[config.mk]
export PLATFORM = sky130hd
export DESIGN_NAME = seven_seg_scan_flat
export DESIGN_NICKNAME = d
export VERILOG_FILES = /design/src/rtl/seven_seg_scan_if.sv /design/src/rtl/seven_seg_scan.sv /design/src/flat_wrapper.sv
export SDC_FILE = /design/constraint.sdc
export NUM_CORES = 1
export LEC_CHECK = 0
export CAP_MARGIN = 20
export CORE_ASPECT_RATIO = 1.5
export CORE_MARGIN = 2
export CORE_UTILIZATION = 62
export DETAILED_ROUTE_END_ITERATION = 16
export HOLD_SLACK_MARGIN = 0.03
export PLACE_DENSITY = 0.83
export RECOVER_POWER = 25
export SYNTH_ARGS = -nofsm -noshare
export SYNTH_HDL_FRONTEND = slang
export SYNTH_SLANG_ARGS = --single-unit
[constraint.sdc]
create_clock -name clk -period 8.4 [get_ports clk]
set_input_delay 1.26 -clock clk [delete_from_list [all_inputs] [get_ports clk]]
set_output_delay 1.26 -clock clk [all_outputs]
set_load 0.02 [all_outputs]
[src/rtl/seven_seg_scan_if.sv]
// Display bus between the core logic (master) and the seven-segment scanner (slave).
// Carries the values to show plus the board-facing segment/anode pins and the frame strobe.
interface seven_seg_scan_if #(
  parameter int NUM_DIGITS = 4
);
  logic [4*NUM_DIGITS-1:0] in_i;
  logic [NUM_DIGITS-1:0]   dp_i;
  logic [NUM_DIGITS-1:0]   blank_i;
  logic                    lz_en_i;
  logic [3:0]              bright_i;
  logic [7:0]              seg_o;
  logic [NUM_DIGITS-1:0]   an_o;
  logic                    frame_o;

  modport master (
    output in_i, dp_i, blank_i, lz_en_i, bright_i,
    input  seg_o, an_o, frame_o
  );

  modport slave (
    input  in_i, dp_i, blank_i, lz_en_i, bright_i,
    output seg_o, an_o, frame_o
  );
endinterface

[src/rtl/seven_seg_scan.sv]
// Time-multiplexed common-anode seven-segment driver with per-frame input latching,
// decimal points, leading-zero blanking, force-blank mask and 16-level PWM brightness.
module seven_seg_scan #(
  parameter int NUM_DIGITS = 4,
  parameter int DIV_CNT    = 50000
) (
  input  logic            clk,
  input  logic            reset,
  seven_seg_scan_if.slave bus
);
  localparam int STEP  = DIV_CNT / 16;
  localparam int CNT_W = $clog2(DIV_CNT);
  localparam int IDX_W = (NUM_DIGITS > 1) ? $clog2(NUM_DIGITS) : 1;
  localparam int DW    = 4 * NUM_DIGITS;
  localparam logic [CNT_W-1:0] CNT_LAST = CNT_W'(DIV_CNT - 1);
  localparam logic [IDX_W-1:0] IDX_LAST = IDX_W'(NUM_DIGITS - 1);

  logic [CNT_W-1:0]      cnt_q, cnt_d;
  logic [IDX_W-1:0]      idx_q, idx_d;
  logic [DW-1:0]         in_s_q;
  logic [NUM_DIGITS-1:0] dp_s_q, blank_s_q;
  logic                  lz_s_q;
  logic [3:0]            bright_s_q;
  logic                  load_pending_q;
  logic [7:0]            seg_q, seg_d;
  logic [NUM_DIGITS-1:0] an_q, an_d;
  logic                  frame_q;

  logic                  tick, load;
  logic [DW-1:0]         in_e;
  logic [NUM_DIGITS-1:0] dp_e, blank_e, zero_from;
  logic                  lz_e;
  logic [3:0]            bright_e, nib;
  logic                  dark, pwm_on, lit;

  function automatic logic [6:0] decode(input logic [3:0] v);
    logic [6:0] s;
    case (v)
      4'h0: s = 7'h40;  4'h1: s = 7'h79;  4'h2: s = 7'h24;  4'h3: s = 7'h30;
      4'h4: s = 7'h19;  4'h5: s = 7'h12;  4'h6: s = 7'h02;  4'h7: s = 7'h78;
      4'h8: s = 7'h00;  4'h9: s = 7'h10;  4'hA: s = 7'h08;  4'hB: s = 7'h03;
      4'hC: s = 7'h46;  4'hD: s = 7'h21;  4'hE: s = 7'h06;  default: s = 7'h0E;
    endcase
    return s;
  endfunction

  always_comb begin
    tick  = (cnt_q == CNT_LAST);
    load  = load_pending_q | (tick & (idx_q == IDX_LAST));
    cnt_d = tick ? '0 : cnt_q + 1'b1;
    idx_d = idx_q;
    if (tick) idx_d = (idx_q == IDX_LAST) ? '0 : idx_q + 1'b1;
  end

  // The very first slot after reset is displayed from the values being latched right now,
  // so the panel never flashes the all-zero shadow contents.
  always_comb begin
    in_e     = load_pending_q ? bus.in_i     : in_s_q;
    dp_e     = load_pending_q ? bus.dp_i     : dp_s_q;
    blank_e  = load_pending_q ? bus.blank_i  : blank_s_q;
    lz_e     = load_pending_q ? bus.lz_en_i  : lz_s_q;
    bright_e = load_pending_q ? bus.bright_i : bright_s_q;
    for (int k = 0; k < NUM_DIGITS; k++) begin
      zero_from[k] = ((in_e >> (4 * k)) == '0);
    end
  end

  always_comb begin
    nib    = in_e[4*idx_q +: 4];
    dark   = blank_e[idx_q] | (lz_e & (idx_q != '0) & zero_from[idx_q]);
    pwm_on = int'(cnt_q) < (int'(bright_e) + 1) * STEP;
    lit    = pwm_on & ~dark;
    seg_d  = 8'hFF;
    an_d   = '1;
    if (lit) begin
      seg_d = {~dp_e[idx_q], decode(nib)};
      an_d  = ~(NUM_DIGITS'(1) << idx_q);
    end
  end

  always_ff @(posedge clk) begin
    if (!reset) begin
      cnt_q          <= '0;
      idx_q          <= '0;
      in_s_q         <= '0;
      dp_s_q         <= '0;
      blank_s_q      <= '0;
      lz_s_q         <= 1'b0;
      bright_s_q     <= '0;
      load_pending_q <= 1'b1;
      seg_q          <= 8'hFF;
      an_q           <= '1;
      frame_q        <= 1'b0;
    end else begin
      cnt_q          <= cnt_d;
      idx_q          <= idx_d;
      seg_q          <= seg_d;
      an_q           <= an_d;
      frame_q        <= load;
      load_pending_q <= 1'b0;
      if (load) begin
        in_s_q     <= bus.in_i;
        dp_s_q     <= bus.dp_i;
        blank_s_q  <= bus.blank_i;
        lz_s_q     <= bus.lz_en_i;
        bright_s_q <= bus.bright_i;
      end
    end
  end

  assign bus.seg_o   = seg_q;
  assign bus.an_o    = an_q;
  assign bus.frame_o = frame_q;
endmodule

[src/flat_wrapper.sv]
// flat-port wrapper written by rule: the top's interface ports become plain ports
module seven_seg_scan_flat 
#(
  parameter int NUM_DIGITS = 4,
  parameter int DIV_CNT    = 50000
)
  (clk, reset, bus_in_i, bus_dp_i, bus_blank_i, bus_lz_en_i, bus_bright_i, bus_seg_o, bus_an_o, bus_frame_o);
  seven_seg_scan_if #(.NUM_DIGITS(NUM_DIGITS)) bus_i ();
  input  logic clk;
  input  logic reset;
  input wire logic [$bits(bus_i.in_i)-1:0] bus_in_i;
  input wire logic [$bits(bus_i.dp_i)-1:0] bus_dp_i;
  input wire logic [$bits(bus_i.blank_i)-1:0] bus_blank_i;
  input wire logic [$bits(bus_i.lz_en_i)-1:0] bus_lz_en_i;
  input wire logic [$bits(bus_i.bright_i)-1:0] bus_bright_i;
  output wire logic [$bits(bus_i.seg_o)-1:0] bus_seg_o;
  output wire logic [$bits(bus_i.an_o)-1:0] bus_an_o;
  output wire logic [$bits(bus_i.frame_o)-1:0] bus_frame_o;
  assign bus_i.in_i = bus_in_i;
  assign bus_i.dp_i = bus_dp_i;
  assign bus_i.blank_i = bus_blank_i;
  assign bus_i.lz_en_i = bus_lz_en_i;
  assign bus_i.bright_i = bus_bright_i;
  assign bus_seg_o = bus_i.seg_o;
  assign bus_an_o = bus_i.an_o;
  assign bus_frame_o = bus_i.frame_o;
  seven_seg_scan #(.NUM_DIGITS(NUM_DIGITS), .DIV_CNT(DIV_CNT)) u_core (.clk(clk), .reset(reset), .bus(bus_i));
endmodule
==> metrics <==
Top Metal Used=met4; Post-Synthesis Net Count=564; # rows=36; Yosys reg bits=61; layout cells sized above 1=0.0774; CTS sink cnt=61; antenna violations before repair=0; clk_lat worst skew=0.35 ns; cell taking the most area after synthesis=dfxtp_1; fin util=0.735; Top Ports=44; Antenna Violating Nets Remaining=0; crit end category=flip-flop; Yosys cell types=57; CTS max path bufs=2; DR iter-0 viols=152; Sum Neg Setup Slack=0 ns; H-tree level count=3; Commonest cells post-synth=nand2_1, dfxtp_1, ha_1; Worst Path Max Fanout=12; drt wl/cell=15.7 um; via/cell ratio=6.05; Slew headroom=0.321; Post-synth EDFFs=0; VDD IR-drop max=0.000161 V; root buffer cell=clkbuf_8; power per cell area=171 nW/um^2; actual slew at the worst max-slew pin=1.02 ns; Core Region=6490 um^2; area grow syn2layout=14.3%; Synth top area share=0.293; CP startpoint kind=input port; Num CTS Buffers=9; max cap viols=0; Post-CTS Resized=0; setup bufs post-CTS=0; worst path arrival time=6.52 ns; initial core utilization=0.643; die height=104 um; Synth async-reset ratio=0; Synth Warn #=0; # setup viols final=0; outcome=completed; syn_area_per_cell=8.74 um^2; vias in the first global route=3780; Nets=599; hold buffer count at CTS=0; worst path cell trace=clkdlybuf4s50_1 -> mux2i_1 -> inv_1 -> ha_1 -> xnor2_1 -> ha_1 -> ha_1 -> inv_1 -> fa_1 -> inv_1 -> ha_1 -> o21ai_1 -> o21bai_1 -> o311a_1 -> o2111ai_1 -> nand2b_1 -> xnor2_1 -> ha_1 -> a21oi_1 -> o21ai_0 -> a21oi_1 -> nor2b_1 -> o22ai_2 -> o2111ai_1; Vias=3589; Crit path largest cell delay=0.50 ns; Placer Congestion=0.850; first drt pass iteration count=4; Die X=71.0 um; Top delay family on crit path=adder cells; first-pass GRT wire length=16100 um; most frequent CP cell=ha_1; Slew Limit Fails=0; Worst Path Required=8.59 ns; RSZ-0062 raised after global routing=false; drt total wl=9320 um; port bufs=43; DRC Markers=0; WL met2=5150 um; Leak=0.00206 uW; CTS tree=built; Worst Hold Class=reg2reg; all-layer global routing usage=0.267; Worst path slowest cell=fa_1; ANT cells=0; met1 wire length=3480 um; crit share post-route=0.754; most instantiated library cell after synthesis=nand2_1; slack of the worst reg-to-reg path=2.81 ns; post-detail-place hpwl=7090 um; Gate Count Post-Synth=477; die area=7410 um^2; Hold Fails Final Rpt=0; Tmin final=6.33 ns; synthesized area=4170 um^2; metal3 WL=351 um; Max Clock Freq=158 MHz; synth top area cells=dfxtp_1, ha_1, nand2_1; Worst Clk Skew=0.0133 ns; share of the yosys chip area belonging to registers=0.293; pin count of the biggest net entering global routing=34; Setup CP Type=in2reg; Reg clk slew, reported paths=0.07 ns; GRT overflow=0; critical path buffer and inverter count=4; prevailing post-synth register cell=dfxtp_1
## logic make-up (layout without fill, tap and decap cells)
| group | after synthesis | in the layout | share of synthesized area |
|---|---|---|---|
| fa+ha+maj | 56 | 56 | 0.175 |
| mux | 23 | 23 | 0.0975 |
| xor+xnor | 28 | 28 | 0.0588 |
| compound gates | 84 | 84 | 0.124 |
| simple gates | 178 | 178 | 0.197 |
| buf+inv | 47 | 87 | 0.0543 |
| flops | 61 | 61 | 0.293 |
## metrics by stage
step,cell area (um^2),power [uW],hold WS (ns),instances,setup slack [ns]
final,4770,813,0.456,593,2.07
after global routing,4770,854,0.475,593,1.64
after CTS,4790,813,0.452,593,2.09
after detailed placement,4590,549,0.445,577,1.74
after global placement,4590,539,0.435,577,1.97
after floorplan,4170,484,0.429,477,2.90
## cell usage in the layout, fill, tap and decap left out, types with 3 or more instances in the layout
master,count
xor2_1,17
nand2b_1,4
a21o_1,6
and3_1,3
mux2i_1,7
inv_2,3
fa_1,4
nand4_1,9
clkbuf_8,10
ha_1,52
a211oi_1,5
mux4_2,10
nor4_1,7
xnor2_1,11
o21ai_0,8
nand3_1,18
nor2_1,30
nor3_1,4
nand2_1,87
or4_1,3
inv_1,23
clkdlybuf4s50_1,42
nor2b_1,4
a21oi_1,43
dfxtp_1,61
## tightest hold or removal path: stages, from the launching register on
cell and delay, ns:
dfxtp_1 0.31, nand2_1 0.05, a21oi_1 0.05
## sequential cells by signal, summed over array words and instances (netlist names)
name	count
u_core.dp_s_q	4
u_core.bus.an_o	4
u_core.bus.frame_o	1
u_core.cnt_q	16
u_core.in_s_q	16
u_core.bus.seg_o	8
u_core.load_pending_q	1
u_core.blank_s_q	4
u_core.idx_q	2
u_core.lz_s_q	1
u_core.bright_s_q	4
## power by group
group / switching [uW] / internal [uW] / leakage [uW]
logic: 127 / 105 / 0.00146
clock network: 124 / 146 / 0.0000995
registers: 8.56 / 303 / 0.000501
## routing by layer
metal	global-route usage	up-vias
met2	0.487	95
met3	0.0494	33
li1	-	1741
met5	0	-
met1	0.280	1720
met4	0.146	0
## layout make-up
type,count,area [um^2]
fillers,499,1720
well taps,76,95.1
clock inverters,5,60.1
multi-input cells,369,2710
clock buffers,11,141
flip-flops and latches,61,1220
repair buffers,45,445
inverters,26,97.6
## final timing paths
check,endpoint,depth (start not counted),start
worst max register to register,u_core.bus.seg_o[4],23,u_core.load_pending_q
worst max-delay path,u_core.bus.seg_o[4],24,bus_bright_i[1]
worst min register to register,u_core.blank_s_q[1],2,u_core.blank_s_q[1]
worst min-delay path,u_core.blank_s_q[1],2,u_core.blank_s_q[1]
Power figures use the tool's default switching activity.
